`config.mk`:
```
export PLATFORM = sky130hd
export DESIGN_NAME = core_mem_arbiter
export DESIGN_NICKNAME = d
export VERILOG_FILES = /design/src/rtl/core_mem_arbiter_pkg.sv /design/src/rtl/core_mem_arbiter_rr_pick.sv /design/src/rtl/core_mem_arbiter.sv
export SDC_FILE = /design/constraint.sdc
export NUM_CORES = 1
export LEC_CHECK = 0
export BUFFER_PORTS_ARGS = -buffer_cell sky130_fd_sc_hd__buf_2
export CAP_MARGIN = 20
export CORE_ASPECT_RATIO = 1.2
export CORE_MARGIN = 2
export CORE_UTILIZATION = 35
export CTS_CLUSTER_DIAMETER = 40
export DETAILED_ROUTE_END_ITERATION = 12
export GPL_ROUTABILITY_DRIVEN = 0
export GPL_TIMING_DRIVEN = 0
export PLACE_DENSITY = 0.72
export SYNTH_ARGS = -nofsm -noshare
export SYNTH_HDL_FRONTEND = slang
export SYNTH_SLANG_ARGS = --single-unit
```
`constraint.sdc`:
```
create_clock -name clk -period 2.8 [get_ports clk]
set_input_delay 0.28 -clock clk [delete_from_list [all_inputs] [get_ports clk]]
set_output_delay 0.28 -clock clk [all_outputs]
set_load 0.01 [all_outputs]
```
`src/rtl/core_mem_arbiter_pkg.sv`:
```
// core_mem_arbiter_pkg: status and FSM encodings shared by the DRAM arbiter and its picker.
package core_mem_arbiter_pkg;
    typedef enum logic [1:0] {ST_IDLE = 2'b00, ST_RUN = 2'b01, ST_WAIT = 2'b10, ST_DONE = 2'b11} core_status_t;
    typedef enum logic [1:0] {S_IDLE, S_ARB, S_RWAIT} arb_state_t;
    function automatic int rr_next(input int idx, input int n);
        return (idx == n - 1) ? 0 : idx + 1;
    endfunction
endpackage

```
`src/rtl/core_mem_arbiter_rr_pick.sv`:
```
// rr_pick: combinational round-robin priority encoder, first request at or above i_ptr with wrap.
module rr_pick #(
    parameter int N  = 4,
    parameter int IW = $clog2(N)
) (
    input  logic [N-1:0]  i_req,
    input  logic [IW-1:0] i_ptr,
    output logic [N-1:0]  o_gnt,
    output logic [IW-1:0] o_idx,
    output logic          o_valid
);
    logic [IW-1:0] w_pos;
    always_comb begin
        w_pos   = '0;
        o_idx   = '0;
        o_valid = 1'b0;
        // Scan farthest-first so the candidate nearest the pointer is written last and wins.
        for (int k = N - 1; k >= 0; k--) begin
            w_pos = IW'((int'(i_ptr) + k) % N);
            if (i_req[w_pos]) begin
                o_valid = 1'b1;
                o_idx   = w_pos;
            end
        end
        o_gnt = o_valid ? (N'(1) << o_idx) : '0;
    end
endmodule

```
`src/rtl/core_mem_arbiter.sv`:
```
// core_mem_arbiter: round-robin shared-DRAM arbiter with a cluster-wide completion barrier.
module core_mem_arbiter
    import core_mem_arbiter_pkg::*;
#(
    parameter int NUM_CORES = 4,
    parameter int DATA_W    = 16,
    parameter int ADDR_W    = 16,
    parameter int RD_LAT    = 1
) (
    input  logic                        clk,
    input  logic                        rst,
    input  logic [NUM_CORES-1:0]        i_core_en,
    input  logic                        i_start,
    input  logic [NUM_CORES-1:0]        i_req,
    input  logic [NUM_CORES-1:0]        i_wren,
    input  logic [NUM_CORES*ADDR_W-1:0] i_addr,
    input  logic [NUM_CORES*DATA_W-1:0] i_wdata,
    input  logic [NUM_CORES-1:0]        i_end_process,
    output logic [NUM_CORES-1:0]        o_ack,
    output logic [DATA_W-1:0]           o_rdata,
    output logic [NUM_CORES*2-1:0]      o_status,
    output logic [ADDR_W-1:0]           o_mem_addr,
    output logic [DATA_W-1:0]           o_mem_wdata,
    output logic                        o_mem_wren,
    input  logic [DATA_W-1:0]           i_mem_rdata,
    output logic                        o_all_done
);
    localparam int IW = $clog2(NUM_CORES);

    arb_state_t           r_state, w_next;
    logic [IW-1:0]        r_rr_ptr, r_idx, w_idx;
    logic [NUM_CORES-1:0] r_en_mask, r_done_mask, r_ack, w_elig, w_gnt;
    logic [1:0]           r_cnt;
    logic                 r_all_done, r_mem_wren, w_valid, w_fin, w_issue, w_sel_wren;
    logic [ADDR_W-1:0]    r_mem_addr;
    logic [DATA_W-1:0]    r_mem_wdata, r_rdata;

    // The core acked this cycle is masked so a request dropped on the ack edge is not granted twice.
    assign w_elig     = i_req & r_en_mask & ~r_done_mask & ~r_ack;
    assign w_fin      = r_done_mask == r_en_mask;
    assign w_issue    = r_state == S_ARB && !w_fin && w_valid;
    assign w_sel_wren = i_wren[w_idx];

    rr_pick #(.N(NUM_CORES)) u_pick (
        .i_req   (w_elig),
        .i_ptr   (r_rr_ptr),
        .o_gnt   (w_gnt),
        .o_idx   (w_idx),
        .o_valid (w_valid)
    );

    always_comb begin
        w_next = r_state;
        case (r_state)
            S_IDLE:  w_next = i_start ? S_ARB : S_IDLE;
            S_ARB:   w_next = w_fin ? S_IDLE : (w_issue && !w_sel_wren) ? S_RWAIT : S_ARB;
            S_RWAIT: w_next = (r_cnt == 2'd0) ? S_ARB : S_RWAIT;
            default: w_next = S_IDLE;
        endcase
    end

    always_ff @(posedge clk or posedge rst) begin
        if (rst) begin
            r_state     <= S_IDLE;
            r_rr_ptr    <= '0;
            r_idx       <= '0;
            r_en_mask   <= '0;
            r_done_mask <= '0;
            r_ack       <= '0;
            r_cnt       <= '0;
            r_all_done  <= 1'b0;
            r_mem_wren  <= 1'b0;
            r_mem_addr  <= '0;
            r_mem_wdata <= '0;
            r_rdata     <= '0;
        end else begin
            r_state    <= w_next;
            r_ack      <= '0;
            r_mem_wren <= 1'b0;
            if (r_state == S_IDLE && i_start) begin
                r_en_mask   <= i_core_en;
                r_done_mask <= '0;
                r_all_done  <= 1'b0;
            end else if (r_state != S_IDLE) begin
                r_done_mask <= r_done_mask | (i_end_process & r_en_mask);
            end
            if (r_state == S_ARB && w_fin)
                r_all_done <= 1'b1;
            if (w_issue) begin
                r_idx       <= w_idx;
                r_mem_addr  <= i_addr[int'(w_idx)*ADDR_W +: ADDR_W];
                r_mem_wdata <= i_wdata[int'(w_idx)*DATA_W +: DATA_W];
                r_mem_wren  <= w_sel_wren;
                r_cnt       <= 2'(RD_LAT - 1);
                if (w_sel_wren) begin
                    r_ack    <= w_gnt;
                    r_rr_ptr <= IW'(rr_next(int'(w_idx), NUM_CORES));
                end
            end
            if (r_state == S_RWAIT) begin
                r_cnt <= r_cnt - 2'd1;
                if (r_cnt == 2'd0) begin
                    r_rdata  <= i_mem_rdata;
                    r_ack    <= NUM_CORES'(1) << r_idx;
                    r_rr_ptr <= IW'(rr_next(int'(r_idx), NUM_CORES));
                end
            end
        end
    end

    always_comb begin
        o_status = '0;
        for (int k = 0; k < NUM_CORES; k++)
            o_status[2*k +: 2] = (!r_en_mask[k] || r_state == S_IDLE) ? ST_IDLE :
                                 r_done_mask[k] ? ST_DONE :
                                 (i_req[k] && !r_ack[k]) ? ST_WAIT : ST_RUN;
    end

    assign o_ack       = r_ack;
    assign o_rdata     = r_rdata;
    assign o_mem_addr  = r_mem_addr;
    assign o_mem_wdata = r_mem_wdata;
    assign o_mem_wren  = r_mem_wren;
    assign o_all_done  = r_all_done;
endmodule

```
==> results of run 1 <==
[sequential cells by signal, indices dropped and copies added (netlist names)]
register and count:
o_ack 4, o_all_done 1, o_mem_addr 16, o_mem_wdata 16
o_mem_wren 1, o_rdata 16, r_cnt 2, r_done_mask 4
r_en_mask 4, r_idx 2, r_rr_ptr 2, r_state 2
[cell type report]
class / count / area [µm²] / share of cell area, %
well taps: 157 / 196 / 3.41
clock buffers: 11 / 243 / 4.21
inverters: 17 / 66.3 / 1.15
clock inverters: 4 / 95.1 / 1.65
plain buffers: 35 / 148 / 2.56
multi-input cells: 445 / 2140 / 37.2
repair buffers: 224 / 1120 / 19.5
flip-flops and latches: 70 / 1750 / 30.4
[cells by family after synthesis]
kind of cell | synth area share (%)
adder cells (fa/ha/maj) | 2.76
AO/OA/AOI/OAI | 13.5
multiplexers | 1.23
flip-flops | 42.9
XOR/XNOR | 0.857
AND/OR/NAND/NOR | 33.8
buffers and inverters | 5.05
[where the power goes]
group	switching [µW]	internal (µW)	total (µW)	leakage, µW
logic	84.7	104	189	0.00215
clock network	411	888	1300	0.000166
registers	0	1010	1010	0.000848
[path summary, 6_finish.rpt]
check	startpoint	end	slack, ns	cells past startpoint
max in group asynchronous	rst	o_rdata[8]	2.10	2
hold / removal	rst	o_mem_wdata[10]	0.14	2
hold reg to reg	o_rdata[14]	o_rdata[14]	0.47	2
setup reg to reg	r_en_mask[2]	r_rr_ptr[1]	0.26	8
min in group clk	i_core_en[3]	r_en_mask[3]	0.14	3
setup / recovery	r_en_mask[2]	r_rr_ptr[1]	0.26	8
[per-layer routing]
metal | track usage, % | vias to the layer above
met4 | 9.67 | 0
li1 | - | 2319
met1 | 25.3 | 2063
met3 | 4.33 | 20
met2 | 36.3 | 187
met5 | 0 | -
[placed cells by master, fill, tap and decap left out, types with 5 or more instances in the layout]
cell type / count
a21oi_1: 12
buf_1: 5
buf_2: 227
clkbuf_1: 23
clkbuf_16: 9
dfrtp_1: 70
ha_1: 9
inv_1: 15
mux2i_1: 5
nand2_1: 263
nand3_1: 39
nor2_1: 9
o21ai_0: 65
o21ai_1: 5
[through the flow]
stage | utilization [%] | std cells | worst slack [ns] | area [µm²] | TNS, ns
6_report | 50.3 | 963 | 0.258 | 5760 | 0
5_1_grt | 50.3 | 963 | 0.0152 | 5760 | 0
4_1_cts | 50.2 | 963 | 0.0470 | 5750 | 0
3_5_place_dp | 47.2 | 948 | -0.130 | 5410 | -1.76
3_3_place_gp | 47.1 | 948 | -0.149 | 5400 | -10.88
2_1_floorplan | - | 567 | 0.470 | 4090 | 0
[timing repair]
item	in CTS	in global routing
gates cloned	0	0
hold buffers	0	0
resized for setup	2	6
endpoints found under the setup margin	30	19
==> flow_summary.html, run 1 <==
<table>
<tr><th>Metric</th><th>Value</th></tr>
<tr><th colspan="2">Cells and area</th></tr>
<tr><td>Signed area change from the synthesized netlist to the final layout</td><td>41.0%</td></tr>
<tr><td># nets final</td><td>974</td></tr>
<tr><td>Layout cells sized above 1</td><td>roughly a third</td></tr>
<tr><td>Count of inserted antenna diode cells</td><td>0</td></tr>
<tr><td>Total of fill cells in the finished design</td><td>1177</td></tr>
<tr><th colspan="2">Setup path</th></tr>
<tr><td>Cell Chain, Critical Path</td><td>and4bb_2 -&gt; a22oi_1 -&gt; o221a_2 -&gt; clkbuf_1 -&gt; clkbuf_2 -&gt; ha_1 -&gt; mux2i_1 -&gt; o21ai_1</td></tr>
<tr><td>Setup CP Type</td><td>reg -&gt; reg</td></tr>
<tr><td>Number of buffers and inverters on the critical path</td><td>2</td></tr>
<tr><td>Data required time of the worst path</td><td>2.99 ns</td></tr>
<tr><td>Library cell contributing the largest single delay on the critical path</td><td>dfrtp_1</td></tr>
<tr><td>Largest driver fanout on the critical path</td><td>11</td></tr>
<tr><td>Nature of the critical path startpoint</td><td>flip-flop</td></tr>
<tr><td>Max incr delay on CP</td><td>about 0.45 ns</td></tr>
<tr><td>Top cell family by delay on the critical path</td><td>buffers and inverters</td></tr>
<tr><td>Crit. End Element</td><td>flip-flop</td></tr>
<tr><td>Worst path arrival time</td><td>2.73 ns</td></tr>
<tr><th colspan="2">Synth</th></tr>
<tr><td>Number of flip-flops and latches in the synthesized netlist</td><td>70</td></tr>
<tr><td>Count of unique library cells instantiated by Yosys</td><td>37</td></tr>
<tr><td>Most used DFF post-synth</td><td>dfrtp_1</td></tr>
<tr><td>Count of mapped cells out of synthesis</td><td>567</td></tr>
<tr><td>Number of nets in the synthesized netlist</td><td>739</td></tr>
<tr><td>Synthesized area per cell</td><td>7.20 µm²</td></tr>
<tr><td>Post-synth top area share</td><td>42.9%</td></tr>
<tr><td>Most common library cells after synthesis</td><td>263 x nand2_1, 70 x dfrtp_1, 65 x o21ai_0</td></tr>
<tr><td>Fraction of the yosys area taken by sequential cells</td><td>42.9%</td></tr>
<tr><td>Number of enable-type register cells in the synthesized netlist</td><td>0</td></tr>
<tr><td>Area of the mapped netlist</td><td>slightly above 4000 µm²</td></tr>
<tr><td>Synth area leader</td><td>dfrtp_1</td></tr>
<tr><td>Most area-consuming cells after synthesis</td><td>dfrtp_1 43%, nand2_1 24%, o21ai_0 8.0%</td></tr>
<tr><td>Number of synthesis warnings</td><td>0</td></tr>
<tr><td>Most frequent cell after synthesis</td><td>nand2_1</td></tr>
<tr><td>Share of synthesized registers carrying an async set or reset</td><td>100%</td></tr>
<tr><th colspan="2">Die</th></tr>
<tr><td>Starting utilization of the core area</td><td>between 30% and 40%</td></tr>
<tr><td>Width of the die</td><td>103 µm</td></tr>
<tr><td>Height of the die</td><td>122 µm</td></tr>
<tr><td>DIE AREA</td><td>around 13000 µm²</td></tr>
<tr><td>Std-Cell Core Area</td><td>11500 µm²</td></tr>
<tr><td>Row count</td><td>43</td></tr>
<tr><td>Number of I/O pins</td><td>around 230</td></tr>
<tr><th colspan="2">Timing</th></tr>
<tr><td>Slew at the pin with the worst max-slew slack</td><td>about 0.87 ns</td></tr>
<tr><td>Max Clock Freq</td><td>approximately 390 MHz</td></tr>
<tr><td>Shortest clock period the worst path allows after layout</td><td>2.54 ns</td></tr>
<tr><td>Tightest slew margin relative to the limit</td><td>41.9%</td></tr>
<tr><td>Number of setup violations in the final report</td><td>0</td></tr>
<tr><td>Final hold violation count</td><td>0</td></tr>
<tr><td>Max-slew violation total from the final report</td><td>0</td></tr>
<tr><td>Period utilization</td><td>between 90% and 100%</td></tr>
<tr><td>Clock Skews</td><td>0.00735 ns</td></tr>
<tr><td>Hold Worst Slack</td><td>0.142 ns</td></tr>
<tr><td>Setup repair after global routing missed its margin</td><td>false</td></tr>
<tr><th colspan="2">CTS</th></tr>
<tr><td>CTS Root Buffer Type</td><td>clkbuf_16</td></tr>
<tr><td>H-Tree Level Count</td><td>3</td></tr>
<tr><td>Skew-Pair Late Insertion Delay</td><td>0.33 ns</td></tr>
<tr><td>Maximum number of buffers from clock root to sink</td><td>2</td></tr>
<tr><td>Clock tree from TritonCTS</td><td>done</td></tr>
<tr><td>Clock transition at the registers of the reported paths</td><td>0.06 ns</td></tr>
<tr><td>Cts bufs inserted</td><td>9</td></tr>
<tr><td>Setup Buffers After CTS</td><td>0</td></tr>
<tr><td>Number of clock sinks</td><td>70</td></tr>
<tr><th colspan="2">Global routing</th></tr>
<tr><td>Maximum number of pins on one net before global-route repair</td><td>71</td></tr>
<tr><td>Overall global routing resource usage</td><td>21.2%</td></tr>
<tr><td>Number of antenna violations at the first check in global routing</td><td>0</td></tr>
<tr><td>GR Overflow Total</td><td>0</td></tr>
<tr><td>First-pass GRT wire length</td><td>between 20 and 25 mm</td></tr>
<tr><td>Vias in the first global route</td><td>4274</td></tr>
<tr><th colspan="2">Power</th></tr>
<tr><td>Peak ir drop on the vdd network</td><td>0.315 mV</td></tr>
<tr><td>Power per unit of standard cell area</td><td>434 nW/µm²</td></tr>
<tr><td>Static power due to leakage</td><td>0.00316 µW</td></tr>
<tr><td>Total Power Consumption</td><td>2500 µW</td></tr>
<tr><th colspan="2">Detailed routing</th></tr>
<tr><td>Number of design-rule violations left by the first detailed-router iteration</td><td>123</td></tr>
<tr><td>Sum of routed wire length over all layers</td><td>13.3 mm</td></tr>
<tr><td>Detailed-route vias per instance</td><td>4.77</td></tr>
<tr><td>First drt pass iteration count</td><td>4</td></tr>
<tr><td>Routed wire length on met3</td><td>926 µm</td></tr>
<tr><td>Routed WL per cell</td><td>13.8 µm</td></tr>
<tr><td>Highest routing layer actually used</td><td>met4</td></tr>
<tr><td>Total via count after detailed routing</td><td>4589</td></tr>
<tr><td>Number of nets with antenna violations after routing</td><td>0</td></tr>
<tr><td>Remaining routing DRC violations</td><td>0</td></tr>
<tr><td>Wire length the detailed router placed on met1</td><td>around 5.4 mm</td></tr>
<tr><td>Met2 WL post-DR</td><td>approximately 6.7 mm</td></tr>
<tr><th colspan="2">Worst hold path</th></tr>
<tr><td>HP Class</td><td>in -&gt; async</td></tr>
<tr><th colspan="2">Placement</th></tr>
<tr><td>Count of buffers inserted at the top-level ports</td><td>224</td></tr>
<tr><td>Post-detail-place hpwl</td><td>between 10 and 15 mm</td></tr>
<tr><th colspan="2">Status</th></tr>
<tr><td>Result of the run</td><td>complete, no violations</td></tr>
<tr><th colspan="2">Run</th></tr>
<tr><td>Number of violations of the max-capacitance limit</td><td>0</td></tr>
</table>
No activity file was read; power rests on OpenSTA's default activity.
==> run 2: changes to the inputs <==
--- a/config.mk
+++ b/config.mk
@@ -15,6 +15,7 @@
 export GPL_ROUTABILITY_DRIVEN = 0
 export GPL_TIMING_DRIVEN = 0
 export PLACE_DENSITY = 0.72
+export RECOVER_POWER = 100
 export SYNTH_ARGS = -nofsm -noshare
 export SYNTH_HDL_FRONTEND = slang
 export SYNTH_SLANG_ARGS = --single-unit
==> flow_summary.html, run 2 (same netlist as run 1, synthesis figures left out) <==
<table>
<tr><th>Metric</th><th>Value</th></tr>
<tr><th colspan="2">Status</th></tr>
<tr><td>Result of the run</td><td>complete, no violations (unchanged)</td></tr>
<tr><th colspan="2">Detailed routing</th></tr>
<tr><td>Detailed-route vias per instance</td><td>4.81 (was 4.77)</td></tr>
<tr><td>Routed WL per cell</td><td>13.9 µm (was 13.8 µm)</td></tr>
<tr><td>Remaining routing DRC violations</td><td>0 (unchanged)</td></tr>
<tr><td>First drt pass iteration count</td><td>4 (unchanged)</td></tr>
<tr><td>Total via count after detailed routing</td><td>4628 (was 4589)</td></tr>
<tr><td>Number of design-rule violations left by the first detailed-router iteration</td><td>94 (was 123)</td></tr>
<tr><td>Number of nets with antenna violations after routing</td><td>0 (unchanged)</td></tr>
<tr><td>Sum of routed wire length over all layers</td><td>13.4 mm (was 13.3 mm)</td></tr>
<tr><th colspan="2">CTS</th></tr>
<tr><td>Cts bufs inserted</td><td>9 (unchanged)</td></tr>
<tr><td>Clock transition at the registers of the reported paths</td><td>0.06 ns (about the same)</td></tr>
<tr><td>Number of clock sinks</td><td>70 (unchanged)</td></tr>
<tr><td>Clock tree from TritonCTS</td><td>done (unchanged)</td></tr>
<tr><td>H-Tree Level Count</td><td>3 (unchanged)</td></tr>
<tr><td>Post-cts hold buffer count</td><td>0 (unchanged)</td></tr>
<tr><td>CTS Root Buffer Type</td><td>clkbuf_16 (unchanged)</td></tr>
<tr><td>Setup Buffers After CTS</td><td>0 (unchanged)</td></tr>
<tr><td>Maximum number of buffers from clock root to sink</td><td>2 (unchanged)</td></tr>
<tr><td>Skew-Pair Late Insertion Delay</td><td>0.33 ns (about the same)</td></tr>
<tr><th colspan="2">Timing</th></tr>
<tr><td>Slew at the pin with the worst max-slew slack</td><td>1.46 ns (was 0.872 ns)</td></tr>
<tr><td>Setup repair after global routing missed its margin</td><td>false (unchanged)</td></tr>
<tr><td>Final hold violation count</td><td>0 (unchanged)</td></tr>
<tr><td>Number of setup violations in the final report</td><td>0 (unchanged)</td></tr>
<tr><td>Sum Neg Setup Slack</td><td>0 ns (unchanged)</td></tr>
<tr><td>Clock Skews</td><td>0.00570 ns (was 0.00735 ns)</td></tr>
<tr><td>Period utilization</td><td>94.8% (was 90.8%)</td></tr>
<tr><td>Tightest slew margin relative to the limit</td><td>2.43% (was 41.9%)</td></tr>
<tr><td>Max Clock Freq</td><td>377 MHz (was 393 MHz)</td></tr>
<tr><td>Shortest clock period the worst path allows after layout</td><td>2.65 ns (was 2.54 ns)</td></tr>
<tr><td>Max-slew violation total from the final report</td><td>0 (unchanged)</td></tr>
<tr><th colspan="2">Setup path</th></tr>
<tr><td>Worst flop-to-flop path startpoint</td><td>o_ack[3] (was r_en_mask[2])</td></tr>
<tr><td>Crit. End Element</td><td>flip-flop (unchanged)</td></tr>
<tr><td>R2R setup slack</td><td>0.15 ns (was 0.26 ns)</td></tr>
<tr><td>Number of cell instances on the worst register-to-register path</td><td>8 (unchanged)</td></tr>
<tr><td>Setup CP Type</td><td>reg -&gt; reg (unchanged)</td></tr>
<tr><td>Data required time of the worst path</td><td>2.99 ns (about the same)</td></tr>
<tr><td>Destination of the worst register-to-register timing path</td><td>r_rr_ptr[1] (unchanged)</td></tr>
<tr><td>Worst path arrival time</td><td>2.84 ns (was 2.73 ns)</td></tr>
<tr><td>Library cell contributing the largest single delay on the critical path</td><td>or4b_2 (was dfrtp_1)</td></tr>
<tr><td>Cell Chain, Critical Path</td><td>and4bb_1 -&gt; nor4_1 -&gt; or4b_2 -&gt; buf_6 -&gt; or2_4 -&gt; o22ai_4 -&gt; mux2i_1 -&gt; o21ai_0 (was and4bb_2 -&gt; a22oi_1 -&gt; o221a_2 -&gt; clkbuf_1 -&gt; clkbuf_2 -&gt; ha_1 -&gt; mux2i_1 -&gt; o21ai_1)</td></tr>
<tr><td>Nature of the critical path startpoint</td><td>flip-flop (unchanged)</td></tr>
<tr><td>Max incr delay on CP</td><td>0.65 ns (was 0.45 ns)</td></tr>
<tr><td>Largest driver fanout on the critical path</td><td>10 (was 11)</td></tr>
<tr><th colspan="2">Cells and area</th></tr>
<tr><td>Commonest cells after routing, fill and taps aside</td><td>263 x nand2_1, 164 x buf_2, 87 x clkbuf_1 (was 263 x nand2_1, 227 x buf_2, 70 x dfrtp_1)</td></tr>
<tr><td>Most common library cell in the layout ignoring fill and taps</td><td>nand2_1 (unchanged)</td></tr>
<tr><td>Signed area change from the synthesized netlist to the final layout</td><td>39.0% (was 41.0%)</td></tr>
<tr><td># nets final</td><td>974 (unchanged)</td></tr>
<tr><td>Total of fill cells in the finished design</td><td>1203 (was 1177)</td></tr>
<tr><td>Count of inserted antenna diode cells</td><td>0 (unchanged)</td></tr>
<tr><td>Layout cells sized above 1</td><td>24.3% (was 32.1%)</td></tr>
<tr><th colspan="2">Power</th></tr>
<tr><td>Static power due to leakage</td><td>0.00294 µW (was 0.00316 µW)</td></tr>
<tr><td>Total Power Consumption</td><td>2500 µW (about the same)</td></tr>
<tr><td>Power per unit of standard cell area</td><td>441 nW/µm² (was 434 nW/µm²)</td></tr>
<tr><td>Peak ir drop on the vdd network</td><td>0.316 mV (was 0.315 mV)</td></tr>
<tr><th colspan="2">Global routing</th></tr>
<tr><td>Vias in the first global route</td><td>4274 (unchanged)</td></tr>
<tr><td>GR Overflow Total</td><td>0 (unchanged)</td></tr>
<tr><td>Overall global routing resource usage</td><td>21.2% (unchanged)</td></tr>
<tr><td>First-pass GRT wire length</td><td>20.5 mm (unchanged)</td></tr>
<tr><td>Number of antenna violations at the first check in global routing</td><td>0 (unchanged)</td></tr>
<tr><td>Maximum number of pins on one net before global-route repair</td><td>71 (unchanged)</td></tr>
<tr><th colspan="2">Placement</th></tr>
<tr><td>Count of buffers inserted at the top-level ports</td><td>224 (unchanged)</td></tr>
<tr><td>Post-detail-place hpwl</td><td>10.3 mm (unchanged)</td></tr>
<tr><th colspan="2">Die</th></tr>
<tr><td>Row count</td><td>43 (unchanged)</td></tr>
<tr><td>Width of the die</td><td>103 µm (unchanged)</td></tr>
<tr><td>Number of I/O pins</td><td>225 (unchanged)</td></tr>
<tr><td>Std-Cell Core Area</td><td>11500 µm² (unchanged)</td></tr>
<tr><td>Starting utilization of the core area</td><td>35.6% (unchanged)</td></tr>
<tr><td>DIE AREA</td><td>12600 µm² (unchanged)</td></tr>
<tr><td>Height of the die</td><td>122 µm (unchanged)</td></tr>
<tr><th colspan="2">Worst hold path</th></tr>
<tr><td>Worst hold path cell count</td><td>3</td></tr>
<tr><td>Capture endpoint of the worst hold path</td><td>r_en_mask[3]</td></tr>
<tr><td>HP Class</td><td>in -&gt; reg (was in -&gt; async)</td></tr>
<tr><td>Critical hold path startpoint</td><td>i_core_en[3]</td></tr>
<tr><th colspan="2">Run</th></tr>
<tr><td>Number of violations of the max-capacitance limit</td><td>0 (unchanged)</td></tr>
</table>
[run 2: critical path: cells and delay by family, from the launching register on]
kind | cells | cell delay [ns]
buffers and inverters | 1 | 0.17
DFF | 1 | 0.40
AOI/OAI and AO/OA | 2 | 0.34
and+or+nand+nor | 4 | 1.39
muxes | 1 | 0.20
[run 2: timing repair]
| action | in CTS | in global routing |
|---|---|---|
| endpoints found under the setup margin | 30 | 19 |
| endpoints found under the hold margin | 0 | 0 |
| resized for setup | 2 | 6 |
[run 2: how the worst max path moves through the flow]
| stage | from | end | slack, ns |
|---|---|---|---|
| after floorplan | o_ack[0] | r_rr_ptr[1] | 0.47 |
| after global placement | rst | r_en_mask[1] | -0.15 |
| after detailed placement | o_ack[0] | o_mem_wdata[15] | -0.13 |
| after CTS | r_en_mask[0] | o_mem_wdata[6] | 0.05 |
| after global routing | r_en_mask[0] | o_mem_wdata[0] | 0.01 |
| final | o_ack[3] | r_rr_ptr[1] | 0.15 |
[run 2: report_power, final]
group / total [µW] / leakage [µW] / switching [µW] / internal [µW]
Combinational: 188 / 0.00193 / 84.4 / 104
Clock: 1300 / 0.000166 / 415 / 888
Sequential: 1010 / 0.000848 / 0 / 1010
[run 2: routing by layer]
metal	vias up	track usage, %	share of wire [%]	routed length [µm]
li1	2320	-	-	-
met1	2097	25.3	41	5460
met2	185	36.3	49	6580
met3	26	4.33	7.0	938
met4	0	9.67	3.1	409
met5	-	0	0	0
[run 2: stage by stage]
stage          std cells  util [%]  setup slack, ns  hold slack, ns  cell area, µm²
3_3_place_gp         948      47.1           -0.149           0.455            5400
3_5_place_dp         948      47.2           -0.130           0.461            5410
5_1_grt              963      49.5           0.0112           0.139            5680
6_report             963      49.5            0.146           0.143            5680
2_1_floorplan        567         -            0.470           0.385            4090
4_1_cts              963      50.2           0.0470           0.125            5750
[run 2: layout make-up]
type	instances	area [µm²]	area share, %
multi-input combinational	445	2140	37.6
sequential	70	1750	30.9
timing repair buffer	224	1040	18.4
clock buffer	11	243	4.28
tap	157	196	3.46
buffer	35	148	2.60
clock inverter	4	95.1	1.67
inverter	17	63.8	1.12
